## config.mk

```make
export PLATFORM = sky130hd
export DESIGN_NAME = multi_cycle_ctrl
export DESIGN_NICKNAME = d
export VERILOG_FILES = /design/src/rtl/cpu_ctrl_pkg.sv /design/src/rtl/alu_op_dec.sv /design/src/rtl/multi_cycle_ctrl.sv
export SDC_FILE = /design/constraint.sdc
export NUM_CORES = 1
export LEC_CHECK = 0
export ABC_CLOCK_PERIOD_IN_PS = 1500
export BUFFER_PORTS_ARGS = -buffer_cell sky130_fd_sc_hd__buf_2
export CORE_MARGIN = 5
export CORE_UTILIZATION = 38
export DETAILED_ROUTE_END_ITERATION = 6
export GPL_TIMING_DRIVEN = 0
export MAX_ROUTING_LAYER = met4
export PLACE_DENSITY = 0.72
export SLEW_MARGIN = 15
export SYNTH_ARGS = -nofsm -noshare
export SYNTH_HDL_FRONTEND = slang
export SYNTH_SLANG_ARGS = --single-unit
```

## constraint.sdc

```tcl
create_clock -name clk -period 1.5 [get_ports clk]
set_input_delay 0.15 -clock clk [delete_from_list [all_inputs] [get_ports clk]]
set_output_delay 0.15 -clock clk [all_outputs]
set_load 0.01 [all_outputs]
```

## src/rtl/cpu_ctrl_pkg.sv

```systemverilog
// Shared encodings for the multi-cycle controller and the datapath muxes it steers.
package cpu_ctrl_pkg;

    typedef enum logic [2:0] {
        S_IF   = 3'd0,
        S_ID   = 3'd1,
        S_EXE  = 3'd2,
        S_MEM  = 3'd3,
        S_WB   = 3'd4,
        S_HALT = 3'd5
    } state_t;

    localparam logic [5:0] OP_R    = 6'b000000;
    localparam logic [5:0] OP_J    = 6'b000010;
    localparam logic [5:0] OP_BEQ  = 6'b000100;
    localparam logic [5:0] OP_ADDI = 6'b001000;
    localparam logic [5:0] OP_ORI  = 6'b001101;
    localparam logic [5:0] OP_LW   = 6'b100011;
    localparam logic [5:0] OP_SW   = 6'b101011;

    localparam logic [5:0] FN_ADD = 6'b100000;
    localparam logic [5:0] FN_SUB = 6'b100010;
    localparam logic [5:0] FN_AND = 6'b100100;
    localparam logic [5:0] FN_OR  = 6'b100101;
    localparam logic [5:0] FN_SLT = 6'b101010;

    localparam logic [2:0] ALU_ADD = 3'b000;
    localparam logic [2:0] ALU_SUB = 3'b001;
    localparam logic [2:0] ALU_AND = 3'b010;
    localparam logic [2:0] ALU_OR  = 3'b011;
    localparam logic [2:0] ALU_SLT = 3'b100;

    localparam logic [1:0] SRC_B_REG    = 2'b00;
    localparam logic [1:0] SRC_B_FOUR   = 2'b01;
    localparam logic [1:0] SRC_B_IMM    = 2'b10;
    localparam logic [1:0] SRC_B_IMM_SH = 2'b11;

    localparam logic [1:0] PC_SRC_ALU    = 2'b00;
    localparam logic [1:0] PC_SRC_ALUOUT = 2'b01;
    localparam logic [1:0] PC_SRC_JUMP   = 2'b10;

    function automatic logic funct_known(input logic [5:0] funct);
        return (funct == FN_ADD) || (funct == FN_SUB) || (funct == FN_AND) ||
               (funct == FN_OR)  || (funct == FN_SLT);
    endfunction

    // Unknown R-type functions fall back to ADD.
    function automatic logic [2:0] funct_alu_op(input logic [5:0] funct);
        case (funct)
            FN_SUB:  return ALU_SUB;
            FN_AND:  return ALU_AND;
            FN_OR:   return ALU_OR;
            FN_SLT:  return ALU_SLT;
            default: return ALU_ADD;
        endcase
    endfunction

endpackage

```

## src/rtl/alu_op_dec.sv

```systemverilog
// ALU operation select; only EXE carries anything other than ADD.
module alu_op_dec
    import cpu_ctrl_pkg::*;
(
    input  state_t      state,
    input  logic [5:0]  op,
    input  logic [5:0]  funct,
    output logic [2:0]  alu_op
);

    always_comb begin
        alu_op = ALU_ADD;
        if (state == S_EXE) begin
            case (op)
                OP_R:    alu_op = funct_alu_op(funct);
                OP_ORI:  alu_op = ALU_OR;
                OP_BEQ:  alu_op = ALU_SUB;
                default: alu_op = ALU_ADD;
            endcase
        end
    end

endmodule

```

## src/rtl/multi_cycle_ctrl.sv

```systemverilog
// Moore control FSM for a multi-cycle MIPS-like datapath; outputs decode from
// the current state plus the stable IR fields and are forced low during reset.
module multi_cycle_ctrl
    import cpu_ctrl_pkg::*;
#(
    parameter logic [5:0] OPC_HALT = 6'b111111
) (
    input  logic       clk,
    input  logic       rst_n,
    input  logic [5:0] op,
    input  logic [5:0] funct,
    input  logic       zero,
    output logic       pc_write,
    output logic [1:0] pc_src,
    output logic       ir_write,
    output logic       mem_write,
    output logic       reg_write,
    output logic       reg_dst,
    output logic       mem_to_reg,
    output logic       ext_sel,
    output logic       alu_src_a,
    output logic [1:0] alu_src_b,
    output logic [2:0] alu_op,
    output logic [2:0] state,
    output logic       halted
);

    state_t     state_q, state_d;
    logic       pc_write_c, ir_write_c, mem_write_c, reg_write_c;
    logic       reg_dst_c, mem_to_reg_c, ext_sel_c, alu_src_a_c, halted_c;
    logic [1:0] pc_src_c, alu_src_b_c;
    logic [2:0] alu_op_c;

    alu_op_dec u_alu_op_dec (
        .state  (state_q),
        .op     (op),
        .funct  (funct),
        .alu_op (alu_op_c)
    );

    always_comb begin
        state_d      = state_q;
        pc_write_c   = 1'b0;
        pc_src_c     = PC_SRC_ALU;
        ir_write_c   = 1'b0;
        mem_write_c  = 1'b0;
        reg_write_c  = 1'b0;
        reg_dst_c    = 1'b0;
        mem_to_reg_c = 1'b0;
        ext_sel_c    = 1'b0;
        alu_src_a_c  = 1'b0;
        alu_src_b_c  = SRC_B_REG;
        halted_c     = 1'b0;
        case (state_q)
            S_IF: begin
                ir_write_c  = 1'b1;
                pc_write_c  = 1'b1;
                alu_src_b_c = SRC_B_FOUR;
                state_d     = S_ID;
            end
            S_ID: begin
                // Branch target is precomputed here into ALUOut.
                alu_src_b_c = SRC_B_IMM_SH;
                ext_sel_c   = 1'b1;
                if (op == OP_J) begin
                    pc_write_c = 1'b1;
                    pc_src_c   = PC_SRC_JUMP;
                    state_d    = S_IF;
                end else if (op == OPC_HALT) begin
                    state_d = S_HALT;
                end else if (op == OP_R || op == OP_ADDI || op == OP_ORI ||
                             op == OP_LW || op == OP_SW || op == OP_BEQ) begin
                    state_d = S_EXE;
                end else begin
                    state_d = S_IF;
                end
            end
            S_EXE: begin
                alu_src_a_c = 1'b1;
                state_d     = S_IF;
                case (op)
                    OP_R: begin
                        alu_src_b_c = SRC_B_REG;
                        state_d     = S_WB;
                    end
                    OP_ADDI, OP_LW, OP_SW: begin
                        alu_src_b_c = SRC_B_IMM;
                        ext_sel_c   = 1'b1;
                        state_d     = (op == OP_ADDI) ? S_WB : S_MEM;
                    end
                    OP_ORI: begin
                        alu_src_b_c = SRC_B_IMM;
                        state_d     = S_WB;
                    end
                    OP_BEQ: begin
                        alu_src_b_c = SRC_B_REG;
                        pc_src_c    = PC_SRC_ALUOUT;
                        pc_write_c  = zero;
                    end
                    default: alu_src_a_c = 1'b0;
                endcase
            end
            S_MEM: begin
                if (op == OP_LW) begin
                    state_d = S_WB;
                end else begin
                    mem_write_c = (op == OP_SW);
                    state_d     = S_IF;
                end
            end
            S_WB: begin
                reg_write_c  = !(op == OP_R && !funct_known(funct));
                reg_dst_c    = (op == OP_R);
                mem_to_reg_c = (op == OP_LW);
                state_d      = S_IF;
            end
            S_HALT: begin
                halted_c = 1'b1;
                state_d  = S_HALT;
            end
            default: state_d = S_IF;
        endcase
    end

    always_ff @(posedge clk or negedge rst_n) begin
        if (!rst_n) begin
            state_q <= S_IF;
        end else begin
            state_q <= state_d;
        end
    end

    // Gating by rst_n makes an abort take effect without waiting for a clock edge.
    assign state      = state_q;
    assign pc_write   = rst_n & pc_write_c;
    assign pc_src     = rst_n ? pc_src_c : 2'b00;
    assign ir_write   = rst_n & ir_write_c;
    assign mem_write  = rst_n & mem_write_c;
    assign reg_write  = rst_n & reg_write_c;
    assign reg_dst    = rst_n & reg_dst_c;
    assign mem_to_reg = rst_n & mem_to_reg_c;
    assign ext_sel    = rst_n & ext_sel_c;
    assign alu_src_a  = rst_n & alu_src_a_c;
    assign alu_src_b  = rst_n ? alu_src_b_c : 2'b00;
    assign alu_op     = rst_n ? alu_op_c : 3'b000;
    assign halted     = rst_n & halted_c;

endmodule

```

* Yosys cells after proc, flatten, opt, wreduce, memory -nomap -nowiden
Cells that the tools add are included.
Storage, ports and cells: logic and storage cells 77, flip-flop bits (word level) 3, input bits 15, memories kept 0, latch bits 0, bits in read-only memories 0, bits in writable memories 0
Operators by class: $lt $le $gt $ge 0, divide/modulo/power cells 0, bitwise logic cells 9, shift operators 0, add/subtract/negate cells 0, multiply operators 0, reduce and logical (&&, ||, !) cells 18, eq/ne operators 17, mux-type cells 32
Operators by type and width (number):
- $eq 6x6->1 const B | 8
- $mux 3 | 6
- $pmux 3 s5 | 1
- $mux 1 | 13
- $eq 6x4->1 const B | 2
- $pmux 3 s4 | 1
- $mux 2 | 5
- $and 1x1->1 | 9
- $logic_or 1x1->1 | 9
- $pmux 3 s3 | 1
- $eq 3x2->1 const B | 2
- $eq 3x3->1 const B | 2
- $eq 6x2->1 const B | 1
- $eq 6x3->1 const B | 1
- $logic_not 6->1 | 1
- $pmux 2 s3 | 1
- $pmux 3 s2 | 1
- $reduce_or 6->1 | 1
- $pmux 2 s2 | 1
- $reduce_or 4->1 | 1
- $eq 3x1->1 const B | 1
- $logic_not 3->1 | 1
- $pmux 1 s3 | 1
- $reduce_or 3->1 | 1
- 4 further kinds | 5

* Logic depth before layout (Yosys ltp)
Gate-level depths: netlist of the first run.
word-level depth 10, gate-level depth with buffers 6

* Hierarchy
From an unflattened synthesis of the first run, not the netlist that was laid out.
Unflattened totals: cells, all modules 86, area total of the unflattened synthesis 620.6 um^2
By module, submodules not included:
- multi_cycle_ctrl | area an instance 505.5 um^2, times used 1, sequential area each 75.1 um^2, cells an instance 69
- alu_op_dec | area an instance 115.1 um^2, times used 1, sequential area each 0.0 um^2, cells an instance 17

* Worst setup path before layout of the first run
No wires, ideal clock.
path kind register to output, start reg state_q[2], in the netlist state[2], end out pc_write, data required time 1.350 ns, arrival time 1.513 ns, path slack -0.163 ns, stages on the path, launching flop included 6, cells stage by stage dfrtp_1 -> buf_4 -> nand2b_4 -> or3_4 -> nor3_4 -> a22o_1
Between the ends: word-level cells in the longest chain between the ends 3, elaborated cells between the ends (all ways) 5
RTL lines:
- start: declaration | line multi_cycle_ctrl.sv:28 | state_t state_q, state_d;
- start signal: assignment | line multi_cycle_ctrl.sv:129 | state_q <= state_d;
- $eq 3x2->1 (tied with other cells) | line multi_cycle_ctrl.sv:54 | case (state_q)
- $pmux 1 s3 * | line multi_cycle_ctrl.sv:54
- $and 1x1->1 * | line multi_cycle_ctrl.sv:135 | assign pc_write = rst_n & pc_write_c;
- end: declaration | line multi_cycle_ctrl.sv:13 | output logic pc_write,
Mark *: on every way between the ends. The rest lies on a longest branch, timed or not.

* Worst setup path after layout of the first run
Same ends and word-level chain as after synthesis.

==> results.txt, run 1 <==
R2r setup slk -> -0.07 ns
GRT met1 Usage -> 18.5%
Slew Limit Fails -> 0
Compound-cell area share of the yosys netlist -> 21.1%
Main combinational cell family by area after synthesis -> simple AND/OR/NAND/NOR gates
R2R cell count -> 8
Clock root cell -> clkbuf_4
Global-route wire length before repair -> 3350 um
Leak pwr -> 0.000446 uW
Ys flop type -> dfrtp_1
Failing checks -> negative setup slack
Tightest Hold Check Type -> in2async
Slew headroom -> 70.3%
Clock skew after layout -> 0.00787 ns
FMAX -> 555 MHz
Synth area leaders -> dfrtp_1 13%, nand2_1 6.5%, nor2_1 6.5%
MaxCap Viol Count -> 0
Yosys top cell area share -> 12.9%
Initial antenna violation count -> 0
# setup viols final -> 11
Reg-to-Reg Start -> state[2]
Worst setup SP type -> flop
Cell Count, Final, Fillers Out -> 142
Syn nets -> 98
Fin nets -> 142
Mux contribution to synthesized area -> 0%
Gr usage total -> 17.2%
Crit Path Class -> reg2out
Final worst slack -> -0.301 ns
Vias in the first global route -> 787
Initial DRC count -> 17
WL/cell -> 14.2 um
TritonCTS clock tree -> built
Area grow syn2layout -> 60.3%
Hold Fails Final Rpt -> 0
Worst-Margin Slew -> 0.445 ns
R2R Path End -> state[2]
Final wirelength -> 2020 um
Grt peak-use layer -> met2
Synth Area in Simple Gates -> 56.0%
Ratio of cells with drive above 1 in the final layout -> 53.2%
M2 GR Usage -> 29.4%
Placer Congestion -> 0.796
IO Pins -> 34
Max reg flops -> 3
Area of the core -> 0.00147 mm2
Crit end category -> primary output
DRC -> 0
Die area -> 0.00241 mm2
Seq cells post-synth -> 3
Unrepaired setup endpoints after global routing -> true
Register area share after synthesis -> 12.9%
Netlist area before placement -> 581 um2
Initial Util -> 39.5%
Post-synth EDFFs -> 0
N_diodes -> 0
Layout Utilization -> 63.3%
Sum Neg Setup Slack -> -2.18 ns
Status -> finished with violations
Post-Synth Adder-Cell Area -> 0%
Final Critical Period -> 1.80 ns
DR vias -> 802
# rows -> 14
Worst slack, placed -> -0.0974 ns
CTS buffer count -> 3
Final Cycle Share -> 120%
Post-Synth XOR/XNOR Area -> 3.02%
Final HPWL DP -> 1360 um
DRT Pass-1 Iters -> 4
Clk buf depth -> 2
Cells after Synth -> 83
Ys Warns -> 0
Vias per inst -> 5.65
Detail Route Antenna Nets -> 0
Worst Path Required -> 1.35 ns
Gr ovfl total -> 0
Die H -> 49.1 um
Largest net degree at the start of global routing -> 11
Critical Path AT -> 1.65 ns
H-tree depth -> 1
Reg clk slew, reported paths -> 0.04 ns
Die Wd -> 49.1 um
PortBufs -> 32
Post-Place Cells -> 131
Pwr dens -> 720 mW/mm2
Worst IR Drop VDD -> 766 uV
Netlist cell types -> 37
Syn_area_per_cell -> 6.99 um2
Ys async rst share -> 100%
M3 GR Usage -> 4.89%
Yosys top cell by area -> dfrtp_1
Clk Latency, worst-skew pair -> 0.23 ns
Synth top cells by count -> 10 x nand2_1, 10 x nor2_1, 6 x nor3_1
CP Max Fanout -> 4
Sink Count -> 3
[critical path, cell delays in order (launching register included)]
cell and delay [ns]:
dfrtp_1 0.40, nand2b_4 0.16, or3_4 0.41, nor3_4 0.18
a22o_1 0.15, buf_2 0.12
[cell usage in the layout (no fill, tap or decap), drive strengths merged]
master | synthesis | layout
nand4b | 1 | 1
or3 | 2 | 2
a21oi | 3 | 3
nand3 | 2 | 2
o22ai | 4 | 4
a22o | 1 | 1
nor2 | 10 | 10
nand3b | 1 | 1
nor4b | 1 | 1
nand2b | 4 | 4
o22a | 1 | 1
nor4bb | 1 | 1
a22oi | 2 | 2
nor4 | 5 | 5
clkbuf | 1 | 5
or4bb | 1 | 1
dfrtp | 3 | 3
buf | 5 | 43
o21ai | 4 | 4
dlygate4sd3 | 0 | 1
and4 | 1 | 1
nor2b | 1 | 1
or4b | 1 | 1
and3 | 1 | 1
a21o | 2 | 2
a41oi | 1 | 1
nand2 | 10 | 10
xor2 | 2 | 2
a31oi | 1 | 1
or2 | 1 | 1
nor3 | 7 | 7
inv | 3 | 3
[report_power, final]
part	switching [uW]	internal [uW]
Clock	39.9	99.5
Sequential	19.3	102
Combinational	218	192
Total	277	393
[worst max-delay path by stage]
| stage | start | endpoint | slack [ns] | cells after the start |
|---|---|---|---|---|
| 2_1_floorplan | state[2] | pc_write | -0.10 | 5 |
| 3_3_place_gp | state[0] | pc_write | -0.1 | 5 |
| 3_5_place_dp | state[0] | pc_write | -0.1 | 5 |
| 4_1_cts | state[2] | alu_op[0] | -0.33 | 6 |
| 5_1_grt | state[2] | pc_write | -0.39 | 5 |
| 6_report | state[2] | pc_write | -0.30 | 5 |
[stage by stage]
step | hold slack, ns | power [uW] | instance area (um2)
floorplan | -0.146 | 310 | 597
global placement | -0.0214 | 426 | 777
detailed placement | -0.0182 | 426 | 777
CTS | 0.330 | 664 | 910
global route | 0.358 | 742 | 931
finish | 0.343 | 670 | 931
[per-layer routing]
metal  wire [um]  vias to the layer above  part of all wire [%]
met5           0                        -                     0
met4          30                        0                   1.5
met3         152                        6                   7.5
met2        1030                       40                    51
met1         808                      359                    40
li1            -                      397                     -
[kinds of logic (layout without fill, tap and decap cells)]
kind of cell,Yosys count,in the layout
xor+xnor,2,2
flops,3,3
simple gates,50,50
buf+inv,9,52
compound gates,19,19
[cell type report]
type	instances	area, um2
plain buffers	5	21.3
multi-input cells	71	541
repair buffers	40	234
inverters	3	11.3
flip-flops and latches	3	77.6
fillers	140	541
clock buffers	4	26.3
well taps	16	20.0
[what timing repair did]
item / CTS / global route
setup endpoints to repair: 12 / 17
buffers inserted: 7 / 2
gates resized for setup: 14 / 6
hold endpoints to repair: 3 / 0
hold buffers: 1 / 0
pin swaps: 3 / 7
No activity file was read; power rests on OpenSTA's default activity.
==> inputs of run 2 (changes only) <==
Settings changed: ABC_AREA set to 1.
==> results.txt, run 2 <==
Status -> finished with violations (unchanged)
Failing checks -> negative setup slack (unchanged)
Max reg flops -> 3 (unchanged)
Placer Congestion -> 0.868 (was 0.796)
Crit end category -> primary output (unchanged)
Yosys top cell by area -> nand2_1 (was dfrtp_1)
Gr ovfl total -> 0 (unchanged)
Detail Route Antenna Nets -> 0 (unchanged)
Clk buf depth -> 2 (unchanged)
CP Max Fanout -> 4 (unchanged)
Post-synth EDFFs -> 0 (unchanged)
Largest net degree at the start of global routing -> 7 (was 11)
DRT Pass-1 Iters -> 4 (unchanged)
Initial Util -> 39.5% (about the same)
Final Cycle Share -> 105% (was 120%)
Final HPWL DP -> 1440 um (was 1360 um)
Vias in the first global route -> 705 (was 787)
Die H -> 49.1 um (about the same)
FMAX -> 633 MHz (was 555 MHz)
Netlist area before placement -> 582 um2 (was 581 um2)
Initial antenna violation count -> 0 (unchanged)
Most common cell after layout, fill and taps aside -> buf_2 (unchanged)
DRC -> 0 (unchanged)
Commonest non-fill, non-tap cells in the layout -> 33 x buf_2, 29 x nand2_1, 21 x nor2_1 (was 34 x buf_2, 10 x nand2_1, 7 x nor2_1)
R2r setup slk -> 0.25 ns (was -0.07 ns)
Fin nets -> 174 (was 142)
R2R cell count -> 6 (was 8)
Synth top cells by count -> 31 x nand2_1, 24 x nor2_1, 19 x inv_1, 13 x nand3_1 (was 10 x nand2_1, 10 x nor2_1, 6 x nor3_1)
Post-Place Cells -> 161 (was 131)
FILL cells -> 150 (was 140)
Area of the core -> 0.00147 mm2 (unchanged)
Slew headroom -> 78.8% (was 70.3%)
Tightest Hold Check Type -> in2async (unchanged)
DR vias -> 903 (was 802)
Critical Path AT -> 1.43 ns (was 1.65 ns)
Global-route wire length before repair -> 2940 um (was 3350 um)
Slew Limit Fails -> 0 (unchanged)
TritonCTS clock tree -> built (unchanged)
CTS buffer count -> 3 (unchanged)
Clock skew after layout -> 0.0138 ns (was 0.00787 ns)
WL/cell -> 11.9 um (was 14.2 um)
# rows -> 14 (unchanged)
Clock root cell -> clkbuf_4 (unchanged)
Ys async rst share -> 100% (unchanged)
R2R Path End -> state[1] (was state[2])
Final wirelength -> 2060 um (was 2020 um)
Synth area leaders -> nand2_1 20%, nor2_1 15%, dfrtp_1 13% (was dfrtp_1 13%, nand2_1 6.5%, nor2_1 6.5%)
Ratio of cells with drive above 1 in the final layout -> 41.8% (was 53.2%)
Ys flop type -> dfrtp_1 (unchanged)
Worst slack, placed -> 0.130 ns (was -0.0974 ns)
N_diodes -> 0 (unchanged)
Worst setup SP type -> flop (unchanged)
Sum Neg Setup Slack -> -0.409 ns (was -2.18 ns)
Vias per inst -> 5.19 (was 5.65)
Die Wd -> 49.1 um (about the same)
Leak pwr -> 0.000578 uW (was 0.000446 uW)
Worst Path Required -> 1.35 ns (about the same)
Final Critical Period -> 1.58 ns (was 1.80 ns)
Cell with the most instances after synthesis -> nand2_1
Clk Latency, worst-skew pair -> 0.25 ns (was 0.23 ns)
H-tree depth -> 1 (unchanged)
Cell Count, Final, Fillers Out -> 174 (was 142)
PortBufs -> 33 (was 32)
Initial DRC count -> 38 (was 17)
Hold Fails Final Rpt -> 0 (unchanged)
MaxCap Viol Count -> 0 (unchanged)
Sink Count -> 3 (unchanged)
Area grow syn2layout -> 56.1% (was 60.3%)
Worst-Margin Slew -> 0.316 ns (was 0.445 ns)
Netlist cell types -> 16 (was 37)
Register area share after synthesis -> 12.9% (about the same)
Seq cells post-synth -> 3 (unchanged)
Syn nets -> 127 (was 98)
Pwr dens -> 353 mW/mm2 (was 720 mW/mm2)
Unrepaired setup endpoints after global routing -> true (unchanged)
Die area -> 0.00241 mm2 (about the same)
Reg-to-Reg Start -> state[0] (was state[2])
Final worst slack -> -0.0805 ns (was -0.301 ns)
Reg clk slew, reported paths -> 0.05 ns (was 0.04 ns)
IO Pins -> 34 (unchanged)
Crit Path Class -> reg2out (unchanged)
# setup viols final -> 6 (was 11)
Syn_area_per_cell -> 5.19 um2 (was 6.99 um2)
Worst IR Drop VDD -> 375 uV (was 766 uV)
Cells after Synth -> 112 (was 83)
Gr usage total -> 14.9% (was 17.2%)
Ys Warns -> 0 (unchanged)
Yosys top cell area share -> 20.0% (was 12.9%)
run 2: logic make-up (layout without fill, tap and decap cells):
kind of cell	count (synthesis)	in the layout	share of synthesized area, %
DFF	3	3	12.9
AOI/OAI and AO/OA	5	5	4.30
and+or+nand+nor	84	84	69.9
buffers and inverters	20	66	12.9
run 2: repair_timing:
item,4_1_cts,5_1_grt
resized for setup,2,14
endpoints found under the hold margin,3,0
endpoints found under the setup margin,8,14
setup buffers,4,4
hold buffers,1,0
pin swaps,1,5
run 2: how the worst max path moves through the flow:
| stage | start | end | slack (ns) | cells past startpoint |
|---|---|---|---|---|
| after floorplan | state[0] | alu_op[0] | 0.26 | 6 |
| after global placement | state[1] | pc_write | 0.13 | 8 |
| after detailed placement | state[1] | pc_write | 0.13 | 8 |
| after CTS | state[0] | alu_op[0] | -0.09 | 7 |
| after global routing | state[2] | alu_op[0] | -0.17 | 8 |
| final | state[0] | alu_op[2] | -0.08 | 5 |
run 2: routing by layer:
metal | share of wire, % | up-vias | global-route usage (%)
met5 | 0 | - | -
met4 | 2.6 | 0 | 3.59
met3 | 11 | 6 | 5.20
met2 | 50 | 54 | 24.5
met1 | 36 | 397 | 17.0
li1 | - | 446 | -
run 2: report_power, final:
group	switching [uW]	internal (uW)
Clock	55.6	100
Combinational	52.3	30.8
Sequential	0	81.4
run 2: cell type report:
| class | instances | area (um2) | share of cell area (%) |
|---|---|---|---|
| sequential | 3 | 76.3 | 8.40 |
| inverter | 20 | 77.6 | 8.54 |
| timing repair buffer | 42 | 235 | 25.9 |
| multi-input combinational | 89 | 473 | 52.1 |
| clock buffer | 4 | 26.3 | 2.89 |
| tap | 16 | 20.0 | 2.20 |
run 2: critical path: stages, from the launching register on:
cell and delay, ns:
dfrtp_1 0.40, nand3b_1 0.25, nor2_4 0.17, inv_2 0.07
nor3_2 0.14, buf_2 0.15
run 2: metrics by stage:
step           util, %  hold WS, ns  cell area (um2)  total power [uW]
5_1_grt           61.7        0.391              908               341
6_report          61.7        0.369              908               321
3_5_place_dp      52.1      -0.0187              767               160
2_1_floorplan        -       -0.146              582               123
3_3_place_gp      52.1      -0.0198              767               158
4_1_cts           56.8        0.318              836               316
